--- config.mk ---
export PLATFORM = sky130hd
export DESIGN_NAME = adc_dual_capture_flat
export DESIGN_NICKNAME = d
export VERILOG_FILES = /design/src/rtl/adc_dual_capture_if.sv /design/src/rtl/adc_dual_capture.sv /design/src/flat_wrapper.sv
export SDC_FILE = /design/constraint.sdc
export NUM_CORES = 1
export LEC_CHECK = 0
export ABC_CLOCK_PERIOD_IN_PS = 4200
export CAP_MARGIN = 20
export CORE_ASPECT_RATIO = 0.6
export CORE_UTILIZATION = 40
export CTS_BUF_LIST = sky130_fd_sc_hd__clkbuf_2
export CTS_CLUSTER_DIAMETER = 120
export DETAILED_ROUTE_END_ITERATION = 16
export PLACE_DENSITY = 0.61
export SLEW_MARGIN = 10
export SYNTH_ARGS = -nofsm -noshare
export SYNTH_HDL_FRONTEND = slang
export SYNTH_SLANG_ARGS = --single-unit
--- constraint.sdc ---
create_clock -name clk -period 4.2 [get_ports clk]
set_clock_uncertainty 0.1 [all_clocks]
set_input_delay 1.05 -clock clk [delete_from_list [all_inputs] [get_ports clk]]
set_output_delay 1.05 -clock clk [all_outputs]
set_load 0.005 [all_outputs]
--- src/rtl/adc_dual_capture_if.sv ---
// Pin and result bundle for adc_dual_capture. The capture block takes the
// master side: it drives the serial clock, the amplifier and ADC control
// pins, and the captured results. The environment takes the slave side.
interface adc_dual_capture_if #(
  parameter int DATA_W = 14,
  parameter int GAIN_W = 8
);
  logic              enable;
  logic              gain_req;
  logic [GAIN_W-1:0] gain_word;
  logic              spi_sck;
  logic              spi_mosi;
  logic              amp_cs;
  logic              amp_dout;
  logic              ad_conv;
  logic              adc_dout;
  logic [DATA_W-1:0] ch_a;
  logic [DATA_W-1:0] ch_b;
  logic              sample_valid;
  logic [GAIN_W-1:0] gain_echo;
  logic              busy;

  modport master (
    input  enable, gain_req, gain_word, amp_dout, adc_dout,
    output spi_sck, spi_mosi, amp_cs, ad_conv, ch_a, ch_b, sample_valid,
           gain_echo, busy
  );

  modport slave (
    output enable, gain_req, gain_word, amp_dout, adc_dout,
    input  spi_sck, spi_mosi, amp_cs, ad_conv, ch_a, ch_b, sample_valid,
           gain_echo, busy
  );
endinterface

--- src/rtl/adc_dual_capture.sv ---
// Dual-channel ADC front end sequencer: loads the programmable amplifier
// gain over SPI, then runs continuous convert/read frames, capturing two
// DATA_W-bit two's complement samples per frame.
module adc_dual_capture #(
  parameter int CLK_DIV = 2,
  parameter int DATA_W  = 14,
  parameter int GAIN_W  = 8,
  parameter int GAP     = 0
) (
  input  logic               clk,
  input  logic               rst,
  adc_dual_capture_if.master bus
);
  localparam int READ_PULSES = 2 * DATA_W + 6;
  // GAP_TICKS only matters when GAP > 0; 1 keeps the constant legal otherwise.
  localparam int GAP_TICKS   = (GAP > 0) ? 2 * GAP : 1;
  localparam int BIT_W       = $clog2(READ_PULSES + GAIN_W + GAP_TICKS + 2);

  localparam logic [7:0]       DIV_LAST  = 8'(CLK_DIV - 1);
  localparam logic [BIT_W-1:0] ONE       = BIT_W'(1);
  localparam logic [BIT_W-1:0] GAIN_LAST = BIT_W'(GAIN_W);
  localparam logic [BIT_W-1:0] READ_LAST = BIT_W'(READ_PULSES);
  localparam logic [BIT_W-1:0] GAP_LAST  = BIT_W'(GAP_TICKS - 1);
  localparam logic [BIT_W-1:0] A_FIRST   = BIT_W'(2);
  localparam logic [BIT_W-1:0] A_LAST    = BIT_W'(DATA_W + 1);
  localparam logic [BIT_W-1:0] B_FIRST   = BIT_W'(DATA_W + 4);
  localparam logic [BIT_W-1:0] B_LAST    = BIT_W'(2 * DATA_W + 3);

  typedef enum logic [2:0] {
    ST_IDLE, ST_GAIN_SHIFT, ST_GAIN_END, ST_CONV, ST_READ, ST_GAP
  } state_t;

  state_t            state_q;
  logic [7:0]        cnt_q;
  logic [BIT_W-1:0]  bit_q;
  logic              sck_q, mosi_q, cs_q, conv_q, busy_q, valid_q, pend_q;
  logic [DATA_W-1:0] cha_q, chb_q, sa_q, sb_q;
  logic [GAIN_W-1:0] echo_q, gain_q, gsh_q;

  logic              tick_s, pend_s, read_done_s, gap_done_s, launch_s;
  logic [GAIN_W-1:0] word_s;

  // A half-period boundary is the last clk of each divider count.
  assign tick_s      = (state_q != ST_IDLE) && (cnt_q == DIV_LAST);
  // A request arriving on the launch cycle itself is honoured immediately.
  assign pend_s      = pend_q | bus.gain_req;
  assign word_s      = bus.gain_req ? bus.gain_word : gain_q;
  assign read_done_s = (state_q == ST_READ) && tick_s && sck_q && (bit_q == READ_LAST);
  assign gap_done_s  = (state_q == ST_GAP) && tick_s && (bit_q == GAP_LAST);
  // Launch points pick the next activity: gain load, conversion, or idle.
  assign launch_s    = (state_q == ST_IDLE) || gap_done_s || (read_done_s && (GAP == 0));

  // SCK half-period divider: held at zero in IDLE, reloads at every boundary.
  always_ff @(posedge clk or posedge rst) begin
    if (rst) begin
      cnt_q <= 8'd0;
    end else if ((state_q == ST_IDLE) || tick_s) begin
      cnt_q <= 8'd0;
    end else begin
      cnt_q <= cnt_q + 8'd1;
    end
  end

  // Sequencer: state, SPI pins, capture shift registers and result registers.
  always_ff @(posedge clk or posedge rst) begin
    if (rst) begin
      state_q <= ST_IDLE;
      bit_q   <= {BIT_W{1'b0}};
      sck_q   <= 1'b0;
      mosi_q  <= 1'b0;
      cs_q    <= 1'b1;
      conv_q  <= 1'b0;
      busy_q  <= 1'b0;
      valid_q <= 1'b0;
      pend_q  <= 1'b0;
      cha_q   <= {DATA_W{1'b0}};
      chb_q   <= {DATA_W{1'b0}};
      sa_q    <= {DATA_W{1'b0}};
      sb_q    <= {DATA_W{1'b0}};
      echo_q  <= {GAIN_W{1'b1}};
      gain_q  <= {GAIN_W{1'b0}};
      gsh_q   <= {GAIN_W{1'b0}};
    end else begin
      valid_q <= 1'b0;
      if (bus.gain_req) begin
        gain_q <= bus.gain_word;
        pend_q <= 1'b1;
      end
      case (state_q)
        ST_IDLE: begin
          sck_q <= 1'b0;
          bit_q <= {BIT_W{1'b0}};
        end
        ST_GAIN_SHIFT: begin
          if (tick_s) begin
            if (!sck_q) begin
              sck_q  <= 1'b1;
              bit_q  <= bit_q + ONE;
              echo_q <= {echo_q[GAIN_W-2:0], bus.amp_dout};
            end else begin
              sck_q <= 1'b0;
              if (bit_q == GAIN_LAST) begin
                state_q <= ST_GAIN_END;
                cs_q    <= 1'b1;
                mosi_q  <= 1'b0;
                bit_q   <= {BIT_W{1'b0}};
              end else begin
                gsh_q  <= gsh_q << 1;
                mosi_q <= gsh_q[GAIN_W-2];
              end
            end
          end
        end
        ST_GAIN_END: begin
          if (tick_s) begin
            if (bit_q == ONE) begin
              bit_q <= {BIT_W{1'b0}};
              if (bus.enable) begin
                state_q <= ST_CONV;
                conv_q  <= 1'b1;
              end else begin
                state_q <= ST_IDLE;
                busy_q  <= 1'b0;
              end
            end else begin
              bit_q <= bit_q + ONE;
            end
          end
        end
        ST_CONV: begin
          if (tick_s) begin
            if (bit_q == ONE) begin
              state_q <= ST_READ;
              conv_q  <= 1'b0;
              bit_q   <= {BIT_W{1'b0}};
            end else begin
              bit_q <= bit_q + ONE;
            end
          end
        end
        ST_READ: begin
          if (tick_s) begin
            if (!sck_q) begin
              sck_q <= 1'b1;
              bit_q <= bit_q + ONE;
              if ((bit_q >= A_FIRST) && (bit_q <= A_LAST)) begin
                sa_q <= {sa_q[DATA_W-2:0], bus.adc_dout};
              end
              if ((bit_q >= B_FIRST) && (bit_q <= B_LAST)) begin
                sb_q <= {sb_q[DATA_W-2:0], bus.adc_dout};
              end
            end else begin
              sck_q <= 1'b0;
              if (bit_q == READ_LAST) begin
                cha_q   <= sa_q;
                chb_q   <= sb_q;
                valid_q <= 1'b1;
                bit_q   <= {BIT_W{1'b0}};
                state_q <= ST_GAP;
              end
            end
          end
        end
        ST_GAP: begin
          if (tick_s) begin
            bit_q <= bit_q + ONE;
          end
        end
        default: begin
          state_q <= ST_IDLE;
          sck_q   <= 1'b0;
          cs_q    <= 1'b1;
          conv_q  <= 1'b0;
          busy_q  <= 1'b0;
        end
      endcase
      // Launch overrides the per-state updates above.
      if (launch_s) begin
        bit_q <= {BIT_W{1'b0}};
        sck_q <= 1'b0;
        if (pend_s) begin
          state_q <= ST_GAIN_SHIFT;
          pend_q  <= 1'b0;
          gsh_q   <= word_s;
          mosi_q  <= word_s[GAIN_W-1];
          cs_q    <= 1'b0;
          busy_q  <= 1'b1;
        end else if (bus.enable) begin
          state_q <= ST_CONV;
          conv_q  <= 1'b1;
          busy_q  <= 1'b1;
        end else begin
          state_q <= ST_IDLE;
          busy_q  <= 1'b0;
        end
      end
    end
  end

  assign bus.spi_sck      = sck_q;
  assign bus.spi_mosi     = mosi_q;
  assign bus.amp_cs       = cs_q;
  assign bus.ad_conv      = conv_q;
  assign bus.ch_a         = cha_q;
  assign bus.ch_b         = chb_q;
  assign bus.sample_valid = valid_q;
  assign bus.gain_echo    = echo_q;
  assign bus.busy         = busy_q;
endmodule

--- src/flat_wrapper.sv ---
// flat-port wrapper written by rule: the top's interface ports become plain ports
module adc_dual_capture_flat 
#(
  parameter int CLK_DIV = 2,
  parameter int DATA_W  = 14,
  parameter int GAIN_W  = 8,
  parameter int GAP     = 0
)
  (clk, rst, bus_enable, bus_gain_req, bus_gain_word, bus_amp_dout, bus_adc_dout, bus_spi_sck, bus_spi_mosi, bus_amp_cs, bus_ad_conv, bus_ch_a, bus_ch_b, bus_sample_valid, bus_gain_echo, bus_busy);
  adc_dual_capture_if #(.DATA_W(DATA_W), .GAIN_W(GAIN_W)) bus_i ();
  input  logic clk;
  input  logic rst;
  input wire logic [$bits(bus_i.enable)-1:0] bus_enable;
  input wire logic [$bits(bus_i.gain_req)-1:0] bus_gain_req;
  input wire logic [$bits(bus_i.gain_word)-1:0] bus_gain_word;
  input wire logic [$bits(bus_i.amp_dout)-1:0] bus_amp_dout;
  input wire logic [$bits(bus_i.adc_dout)-1:0] bus_adc_dout;
  output wire logic [$bits(bus_i.spi_sck)-1:0] bus_spi_sck;
  output wire logic [$bits(bus_i.spi_mosi)-1:0] bus_spi_mosi;
  output wire logic [$bits(bus_i.amp_cs)-1:0] bus_amp_cs;
  output wire logic [$bits(bus_i.ad_conv)-1:0] bus_ad_conv;
  output wire logic [$bits(bus_i.ch_a)-1:0] bus_ch_a;
  output wire logic [$bits(bus_i.ch_b)-1:0] bus_ch_b;
  output wire logic [$bits(bus_i.sample_valid)-1:0] bus_sample_valid;
  output wire logic [$bits(bus_i.gain_echo)-1:0] bus_gain_echo;
  output wire logic [$bits(bus_i.busy)-1:0] bus_busy;
  assign bus_i.enable = bus_enable;
  assign bus_i.gain_req = bus_gain_req;
  assign bus_i.gain_word = bus_gain_word;
  assign bus_i.amp_dout = bus_amp_dout;
  assign bus_i.adc_dout = bus_adc_dout;
  assign bus_spi_sck = bus_i.spi_sck;
  assign bus_spi_mosi = bus_i.spi_mosi;
  assign bus_amp_cs = bus_i.amp_cs;
  assign bus_ad_conv = bus_i.ad_conv;
  assign bus_ch_a = bus_i.ch_a;
  assign bus_ch_b = bus_i.ch_b;
  assign bus_sample_valid = bus_i.sample_valid;
  assign bus_gain_echo = bus_i.gain_echo;
  assign bus_busy = bus_i.busy;
  adc_dual_capture #(.CLK_DIV(CLK_DIV), .DATA_W(DATA_W), .GAIN_W(GAIN_W), .GAP(GAP)) u_core (.clk(clk), .rst(rst), .bus(bus_i));
endmodule
Word level (Yosys, flattened, before mapping):

Index checks and enable logic that the tools add are counted.

* flip-flop bits (word level): 104
* input port bits: 14
* output and inout bits: 42
* word-level logic and storage cells: 155

* add/subtract/negate cells: 2
* $lt $le $gt $ge: 4
* equal/unequal tests: 28
* multiplexer cells: 72
* bitwise operators: 2
* reductions and logical operators: 30

Operator list (count)
* 8-bit 2-to-1 mux: 8
* 6-bit 2-to-1 mux: 10
* 3-bit 2-to-1 mux: 12
* 3-bit by 1-bit inequality test with 1-bit output (second input constant): 12
* 1-bit 2-to-1 mux: 35
* 6-bit one-hot mux with 5 select lines: 1
* 4-bit AND reduction: 4
* 3-bit one-hot mux with 5 select lines: 1
* 11-bit AND reduction: 1
* 5-bit OR reduction: 2
* 8-bit by 1-bit adder with 8-bit output (second input constant): 1
* 8-bit by 1-bit equality test with 1-bit output (second input constant): 1
* 1-bit logical AND: 8
* 4-bit inequality test (second input constant): 2
* 7-bit AND reduction: 1
* 6-bit by 1-bit adder with 6-bit output (second input constant): 1
* 3-bit by 2-bit equality test with 1-bit output (second input constant): 2
* 3-bit equality test (second input constant): 2
* 6-bit by 1-bit equality test with 1-bit output (second input constant): 1
* 6-bit by 4-bit equality test with 1-bit output (second input constant): 1
* 6-bit equality test (second input constant): 1
* 6-bit by 2-bit greater-or-equal comparator with 1-bit output (second input constant): 1
* 6-bit by 5-bit greater-or-equal comparator with 1-bit output (second input constant): 1
* 6-bit by 4-bit less-or-equal comparator with 1-bit output (second input constant): 1
* other kinds (19): 28

Longest topological paths before layout:

Gate-level depths: netlist of run 1.

* depth in word-level cells: 8
* mapped depth: 9
* gate-level depth less buffers: 8

Worst setup path before layout of run 1:

OpenSTA, ideal clock, no wires.

* path kind: in2reg
* from: in bus_gain_req
* to: reg u_core.gsh_q[3]
* arrival: 2.252 ns
* data required time: 3.975 ns
* slack: 1.724 ns
* stages on the path: 5
* cells stage by stage: clkbuf_1 nor2_1 a21oi_1 buf_2 mux2_2

* longest elaborated chain between the ends: 3
* elaborated cells between the ends (all ways): 4

Ends and longest elaborated chain
* start, declared: RTL line flat_wrapper.sv:14 `input wire logic [$bits(bus_i.gain_req)-1:0] bus_gain_req;`
* 8-bit 2-to-1 mux or 1-bit bitwise OR (tied branches): RTL line adc_dual_capture.sv:47, adc_dual_capture.sv:46
* 8-bit 2-to-1 mux (*): RTL line adc_dual_capture.sv:181 `if (pend_s) begin`
* 8-bit 2-to-1 mux (*): RTL line adc_dual_capture.sv:178 `if (launch_s) begin`
* end signal, assigned: RTL line adc_dual_capture.sv:82 `gsh_q <= {GAIN_W{1'b0}};`
* end signal, assigned: RTL line adc_dual_capture.sv:108 `gsh_q <= gsh_q << 1;`
* end signal, assigned: RTL line adc_dual_capture.sv:184 `gsh_q <= word_s;`
* end, declared: RTL line adc_dual_capture.sv:38 `logic [GAIN_W-1:0] echo_q, gain_q, gsh_q;`

Every way passes the cells marked *; elsewhere a longest branch is shown, timed or not.
A chain may end at the register's enable or synchronous reset.

Final worst setup path of run 1:

* from: reg u_core.state_q[2]
* to: reg u_core.sb_q[13]

* longest elaborated chain between the ends: 3
* elaborated cells between the ends (all ways): 4

Ends and longest elaborated chain
* start, declared: RTL line adc_dual_capture.sv:33 `state_t state_q;`
* start signal, assigned: RTL line adc_dual_capture.sv:67 `state_q <= ST_IDLE;`
* start signal, assigned: RTL line adc_dual_capture.sv:103 `state_q <= ST_GAIN_END;`
* start signal, assigned: RTL line adc_dual_capture.sv:119 `state_q <= ST_CONV;`
* 3-bit nonzero test: RTL line adc_dual_capture.sv:44 `assign tick_s = (state_q != ST_IDLE) && (cnt_q == DIV_LAST);`
* 1-bit logical AND: RTL line adc_dual_capture.sv:44
* 4-bit AND reduction (no line) (*)
* end signal, assigned: RTL line adc_dual_capture.sv:79 `sb_q <= {DATA_W{1'b0}};`
* end signal, assigned: RTL line adc_dual_capture.sv:150 `sb_q <= {sb_q[DATA_W-2:0], bus.adc_dout};`
* end, declared: RTL line adc_dual_capture.sv:37 `logic [DATA_W-1:0] cha_q, chb_q, sa_q, sb_q;`

Marks and branches as above.

==> results of run 1 <==
[logic make-up after synthesis]
family,count (synthesis),synth area share
AO/OA/AOI/OAI,41,0.0624
AND/OR/NAND/NOR,91,0.109
multiplexers,85,0.208
buffers and inverters,23,0.0267
adder cells (fa/ha/maj),6,0.0163
XOR/XNOR,7,0.0134
flip-flops,103,0.564
[routing by layer]
layer | up-vias | part of all wire | routed length (um) | track usage
li1 | 1377 | - | - | -
met1 | 1419 | 0.50 | 4350 | 0.224
met2 | 88 | 0.41 | 3560 | 0.223
met3 | 15 | 0.072 | 621 | 0.0514
met4 | 0 | 0.015 | 134 | 0.0589
met5 | - | 0 | 0 | 0
[state kept, by name (all words and copies together), names as in the netlist]
| register | count |
|---|---|
| u_core.bus.amp_cs | 1 |
| u_core.pend_q | 1 |
| u_core.bus.sample_valid | 1 |
| u_core.gsh_q | 7 |
| u_core.bus.busy | 1 |
| u_core.bus.ch_b | 14 |
| u_core.bus.spi_sck | 1 |
| u_core.cnt_q | 8 |
| u_core.bus.spi_mosi | 1 |
| u_core.bus.gain_echo | 8 |
| u_core.bus.ch_a | 14 |
| u_core.state_q | 3 |
| u_core.bit_q | 6 |
| u_core.sa_q | 14 |
| u_core.gain_q | 8 |
| u_core.sb_q | 14 |
| u_core.bus.ad_conv | 1 |
[cell usage after synthesis (4+ instances only)]
cell type | number | area share
a21oi_1 | 9 | 0.0098
mux2_2 | 83 | 0.20
nor3_1 | 5 | 0.0054
inv_1 | 7 | 0.0057
buf_6 | 4 | 0.0098
nor2b_1 | 5 | 0.0068
o21ai_0 | 10 | 0.011
nand2_1 | 19 | 0.016
a22o_1 | 4 | 0.0076
ha_1 | 6 | 0.016
nand3_1 | 7 | 0.0076
dfstp_2 | 9 | 0.051
xor2_1 | 4 | 0.0076
dfrtp_1 | 94 | 0.51
buf_2 | 5 | 0.0054
clkbuf_1 | 7 | 0.0057
and3_1 | 7 | 0.0095
o31ai_1 | 4 | 0.0065
nor2_1 | 29 | 0.024
[worst paths after layout]
path                       depth (start not counted)                           to  slack [ns]                           from
max                                                5  u_core.sb_q[13]$_DFFE_PP0P_        1.31  u_core.state_q[2]$_DFFE_PP0P_
min                                                1  u_core.bus.busy$_DFFE_PP0P_        0.43    u_core.bus.busy$_DFFE_PP0P_
max reg2reg                                        5  u_core.sb_q[13]$_DFFE_PP0P_        1.31  u_core.state_q[2]$_DFFE_PP0P_
min reg2reg                                        1  u_core.bus.busy$_DFFE_PP0P_        0.43    u_core.bus.busy$_DFFE_PP0P_
max in group asynchronous                          3    u_core.cnt_q[3]$_DFF_PP0_        2.58                            rst
min in group asynchronous                          2    u_core.gsh_q[3]$_DFF_PP0_        0.68                            rst
[power breakdown]
group	internal (mW)	leakage, nW	total [mW]	switching, mW
clock	0.144	0.0685	0.482	0.338
sequential	1.15	1.35	1.29	0.148
combinational	0.388	0.988	0.812	0.424
[cell type report]
class | instances | area, um2 | area share
clock buffer | 9 | 45.0 | 0.00837
clock inverter | 7 | 77.6 | 0.0144
inverter | 7 | 28.8 | 0.00535
multi-input combinational | 230 | 1880 | 0.350
sequential | 103 | 2590 | 0.481
tap | 139 | 174 | 0.0323
timing repair buffer | 58 | 586 | 0.109
[critical path, stage by stage (launching register included)]
cell	delay, ns
dfrtp_1	0.65
inv_1	0.17
nor4_1	0.41
nand2_1	0.21
nor4b_4	0.83
mux2_2	0.42
[stage by stage]
step	cells	util	hold WS (ns)	power (mW)	instance area, um2
after floorplan	356	-	0.368	1.87	4590
after global placement	537	0.485	0.385	2.09	5260
after detailed placement	537	0.485	0.385	2.11	5260
after CTS	553	0.496	0.434	2.61	5380
after global routing	553	0.496	0.457	2.76	5380
final	553	0.496	0.433	2.59	5380
[layout by cell type, fill, tap and decap left out, drive strengths merged, types with 2 or more instances in the layout]
cell,n
ha,6
or2,2
and3,9
a22o,4
o21ai,10
nor4,6
nand2b,2
clkbuf,9
nor4b,2
buf,3
nor3,5
inv,10
dfstp,9
o31ai,4
o22ai,3
nand2,19
xor2,4
dfrtp,94
a21oi,9
nor2,29
mux2,84
xnor2,3
a221o,2
nand3,7
and2,2
nor2b,5
clkdlybuf4s50,55
clkinvlp,2
a31oi,2
==> impl_metrics.csv, run 1 <==
group,metric,value,unit
run_status,status,"finished clean",
placement,hpwlAfterDp,5990,um
placement,gp_congestion,0.858,
routing,first_pass_iters,5,
synth,synth-async-reset-ratio,1.00,
clock_tree,postCtsHoldBufs,0,
routing,first_iter_violations,169,
clock_tree,clk_path_buf_depth,2,
clock_tree,cts_buffers,9,
floorplanning,num_rows,29,
synth,synth_area,4590,um2
final_layout,n_antenna_cell,0,
sta,min_period,2.89,ns
clock_tree,h-tree-depth,3,
synth,synthCells,356,
clock_tree,cts_tree,"yes",
global_route,antenna_found_initial,0,
floorplanning,die_w,140,um
floorplanning,core_area,10800,um2
synth,syn_nets,376,
routing,ant_nets,0,
synth,ys_seq_area_frac,0.564,
sta,timing.final.crit_share,0.687,
routing,drcViolationCount,0,
final_layout,drive_gt1_frac,0.295,
global_route,grt_pass1_wl,14600,um
setup_path,worst_setup_path_end_kind,"register",
synth,yosys_warnings,0,
sta,fmax,347,MHz
synth,synth_flop_cell,"dfrtp_1",
clock_tree,insertion_delay,0.58,ns
clock_tree,clk_pin_slew,0.29,ns
pwr,ir_drop,0.224,mV
final_layout,finalNetCount,429,
min_path,hold_path.class,"register to register",
synth,avgSynthCellArea,12.9,um2
clock_tree,clk_root_buffer_cell,"clkbuf_2",
floorplanning,die_h,85.0,um
routing,via_per_inst,5.24,
sta,finalHoldViolations,0,
global_route,grt_usage,0.158,
global_route,grt_max_degree,69,
sta,finalSetupViolCount,0,
synth,synth_edf_count,0,
setup_path,path_class,"register to register",
clock_tree,cts.sinks,103,
global_route,grt_pass1_vias,2918,
setup_path,arrival,3.28,ns
sta,slew_violations,0,
sta,finalSetupTns,0,ns
routing,routed_wl,8670,um
synth,ys_types,46,
setup_path,critPathRequiredTime,4.59,ns
synth,ys_seq_elements,103,
final_layout,fill_cells,975,
final_layout,area_delta_synth_final,17.2,%
pwr,leakagePower,2.41,nW
setup_path,cp-start-kind,"register",
sta,rsz0062_at_grt,"no",
sta,slew_headroom,0.363,
clock_tree,ctsResizeCount,0,
routing,wl_per_cell,15.7,um
job,drv_cap,0,
clock_tree,post-cts-setup-buffers,0,
sta,layout_setup_ws,1.31,ns
setup_path,crit_fanout,14,
floorplanning,io_pins,56,
floorplanning,fp.dieArea,11900,um2
pwr,powerDensity,481,nW/um2
floorplanning,start_util,0.423,
global_route,overflow,0,
placement,dp_slack,1.28,ns
placement,port_buffers,55,
sta,worst_slew_pin_slew,0.951,ns
routing,vias,2899,
Note: power is estimated with default switching activity, not from simulation.
==> inputs of run 2 (changes only) <==
- ABC_CLOCK_PERIOD_IN_PS: 4200 -> 2800
- clock period: 4.2 -> 2.8 ns (I/O delays scaled with it)
==> run 2 against run 1 <==
  * Hold slack lost 0.073 ns
  * Total power grew 51%
  * Via count grew 1.4%
  * Cell count grew 2.0%
  * Utilization grew 0.95 points
  * Design area grew 1.9%
  * Register-to-register slack lost 1.2 ns
  * Critical path type unchanged
==> impl_metrics.csv, run 2 (synthesized netlist as in run 1, its figures left out) <==
group,metric,value,unit
clock_tree,ctsResizeCount,0,
final_layout,final_cell_mix,"dfrtp_1 (94), mux2_2 (83), clkdlybuf4s50_1 (55), nor2_1 (29), nand2_1 (19)",
floorplanning,die_w,140,um
setup_path,crit_chain,"inv_1, ha_1, nand2_1, nor4_4, o211ai_4, o311a_1, or4_4, mux2_1",
min_path,hold_path.class,"primary input to async pin",
setup_path,crit_path_max_incr_delay,0.54,ns
clock_tree,cts_tree,"yes",
routing,vias,2940,
global_route,grt_usage,0.162,
clock_tree,insertion_delay,0.55,ns
global_route,grt_pass1_vias,2942,
run_status,status,"finished clean",
sta,finalSetupViolCount,0,
floorplanning,fp.dieArea,11900,um2
routing,ant_nets,0,
final_layout,area_delta_synth_final,19.4,%
sta,slew_violations,0,
setup_path,cp-start-kind,"register",
sta,min_period,2.67,ns
setup_path,path_delay_family,"simple AND/OR/NAND/NOR gates",
placement,hpwlAfterDp,6250,um
sta,slew_headroom,0.658,
setup_path,worst_setup_path_end_kind,"register",
routing,first_iter_violations,178,
placement,port_buffers,55,
sta,layout_setup_ws,0.134,ns
global_route,grt_pass1_wl,15100,um
clock_tree,clk_pin_slew,0.26,ns
pwr,ir_drop,0.419,mV
clock_tree,clk_root_buffer_cell,"clkbuf_2",
routing,dr_wl_met3,644,um
sta,finalSetupTns,0,ns
sta,fmax,375,MHz
final_layout,drive_gt1_frac,0.315,
clock_tree,cts_buffers,9,
floorplanning,start_util,0.423,
floorplanning,die_h,85.0,um
clock_tree,postCtsHoldBufs,0,
global_route,grt_max_degree,36,
final_layout,regArea,2590,um2
routing,drt-met1-wl,4430,um
setup_path,slowest_stage,"or4_4",
final_layout,multiInputGateArea,1880,um2
final_layout,layout_commonest_cell,"dfrtp_1",
setup_path,path_buf_inv,1,
floorplanning,io_pins,56,
clock_tree,post-cts-setup-buffers,0,
job,drv_cap,0,
routing,top_layer,"met4",
clock_tree,cts.sinks,103,
sta,finalHoldViolations,0,
setup_path,path_class,"register to register",
routing,met2_length,3570,um
sta,hold_ws,0.361,ns
setup_path,crit_fanout,7,
sta,timing.final.crit_share,0.952,
global_route,antenna_found_initial,0,
global_route,overflow,0,
final_layout,finalNetCount,440,
pwr,leakagePower,2.48,nW
routing,via_per_inst,5.21,
routing,routed_wl,8710,um
final_layout,n_antenna_cell,0,
clock_tree,h-tree-depth,3,
pwr,powerDensity,711,nW/um2
clock_tree,clk_path_buf_depth,2,
routing,drcViolationCount,0,
floorplanning,num_rows,29,
setup_path,critPathRequiredTime,3.16,ns
routing,first_pass_iters,4,
final_layout,fill_cells,936,
placement,gp_congestion,0.895,
routing,wl_per_cell,15.5,um
sta,rsz0062_at_grt,"no",
placement,dp_slack,0.189,ns
floorplanning,core_area,10800,um2
sta,worst_slew_pin_slew,0.512,ns
setup_path,arrival,3.03,ns
run 2: cell count changes in the layout (fill, tap and decap cells not counted), sizes merged:
cell,previous run,this run
clkinv,1,3
clkbuf,9,12
clkinvlp,2,1
buf,3,14
inv,10,6
run 2: worst reg2reg max path, cell delays in order (launching register included):
cell and delay [ns]:
dfrtp_1 0.47, inv_1 0.12, ha_1 0.19, nand2_1 0.12
nor4_4 0.39, o211ai_4 0.17, o311a_1 0.16, or4_4 0.54
mux2_1 0.33
run 2: cell type report:
cell class	instances	share of cell area
Sequential cell	103	0.472
Clock inverter	4	0.0103
Inverter	7	0.00548
Tap cell	139	0.0317
Multi-Input combinational cell	230	0.343
Clock buffer	12	0.0110
Timing Repair Buffer	69	0.126
run 2: final timing paths:
check	cells past startpoint	to	startpoint	slack (ns)
setup / recovery	8	u_core.state_q[0]$_DFFE_PP0P_	u_core.bit_q[0]$_DFFE_PP0P_	0.13
hold / removal	2	u_core.sb_q[9]$_DFFE_PP0P_	rst	0.36
setup reg to reg	8	u_core.state_q[0]$_DFFE_PP0P_	u_core.bit_q[0]$_DFFE_PP0P_	0.13
hold reg to reg	1	u_core.gain_q[3]$_DFF_PP0_	u_core.gain_q[3]$_DFF_PP0_	0.43
max in group asynchronous	3	u_core.bus.amp_cs$_DFF_PP1_	rst	1.65
min in group clk	1	u_core.gain_q[3]$_DFF_PP0_	u_core.gain_q[3]$_DFF_PP0_	0.43
run 2: routing by layer:
| metal | track usage | up-vias |
|---|---|---|
| met5 | 0 | - |
| met4 | 0.0490 | 0 |
| met3 | 0.0519 | 5 |
| met2 | 0.218 | 79 |
| met1 | 0.244 | 1456 |
| li1 | - | 1400 |
run 2: power by group:
| part | switching (mW) | leakage, nW | internal, mW |
|---|---|---|---|
| logic | 0.673 | 1.05 | 0.616 |
| clock network | 0.477 | 0.0763 | 0.223 |
| registers | 0.189 | 1.35 | 1.72 |
| total | 1.34 | 2.48 | 2.56 |
run 2: stage by stage:
step	area [um2]	cells	utilization	power (mW)
2_1_floorplan	4600	356	-	2.80
5_1_grt	5480	564	0.505	4.17
3_5_place_dp	5370	548	0.495	3.21
6_report	5480	564	0.505	3.90
3_3_place_gp	5370	548	0.495	3.20
4_1_cts	5480	564	0.505	3.94
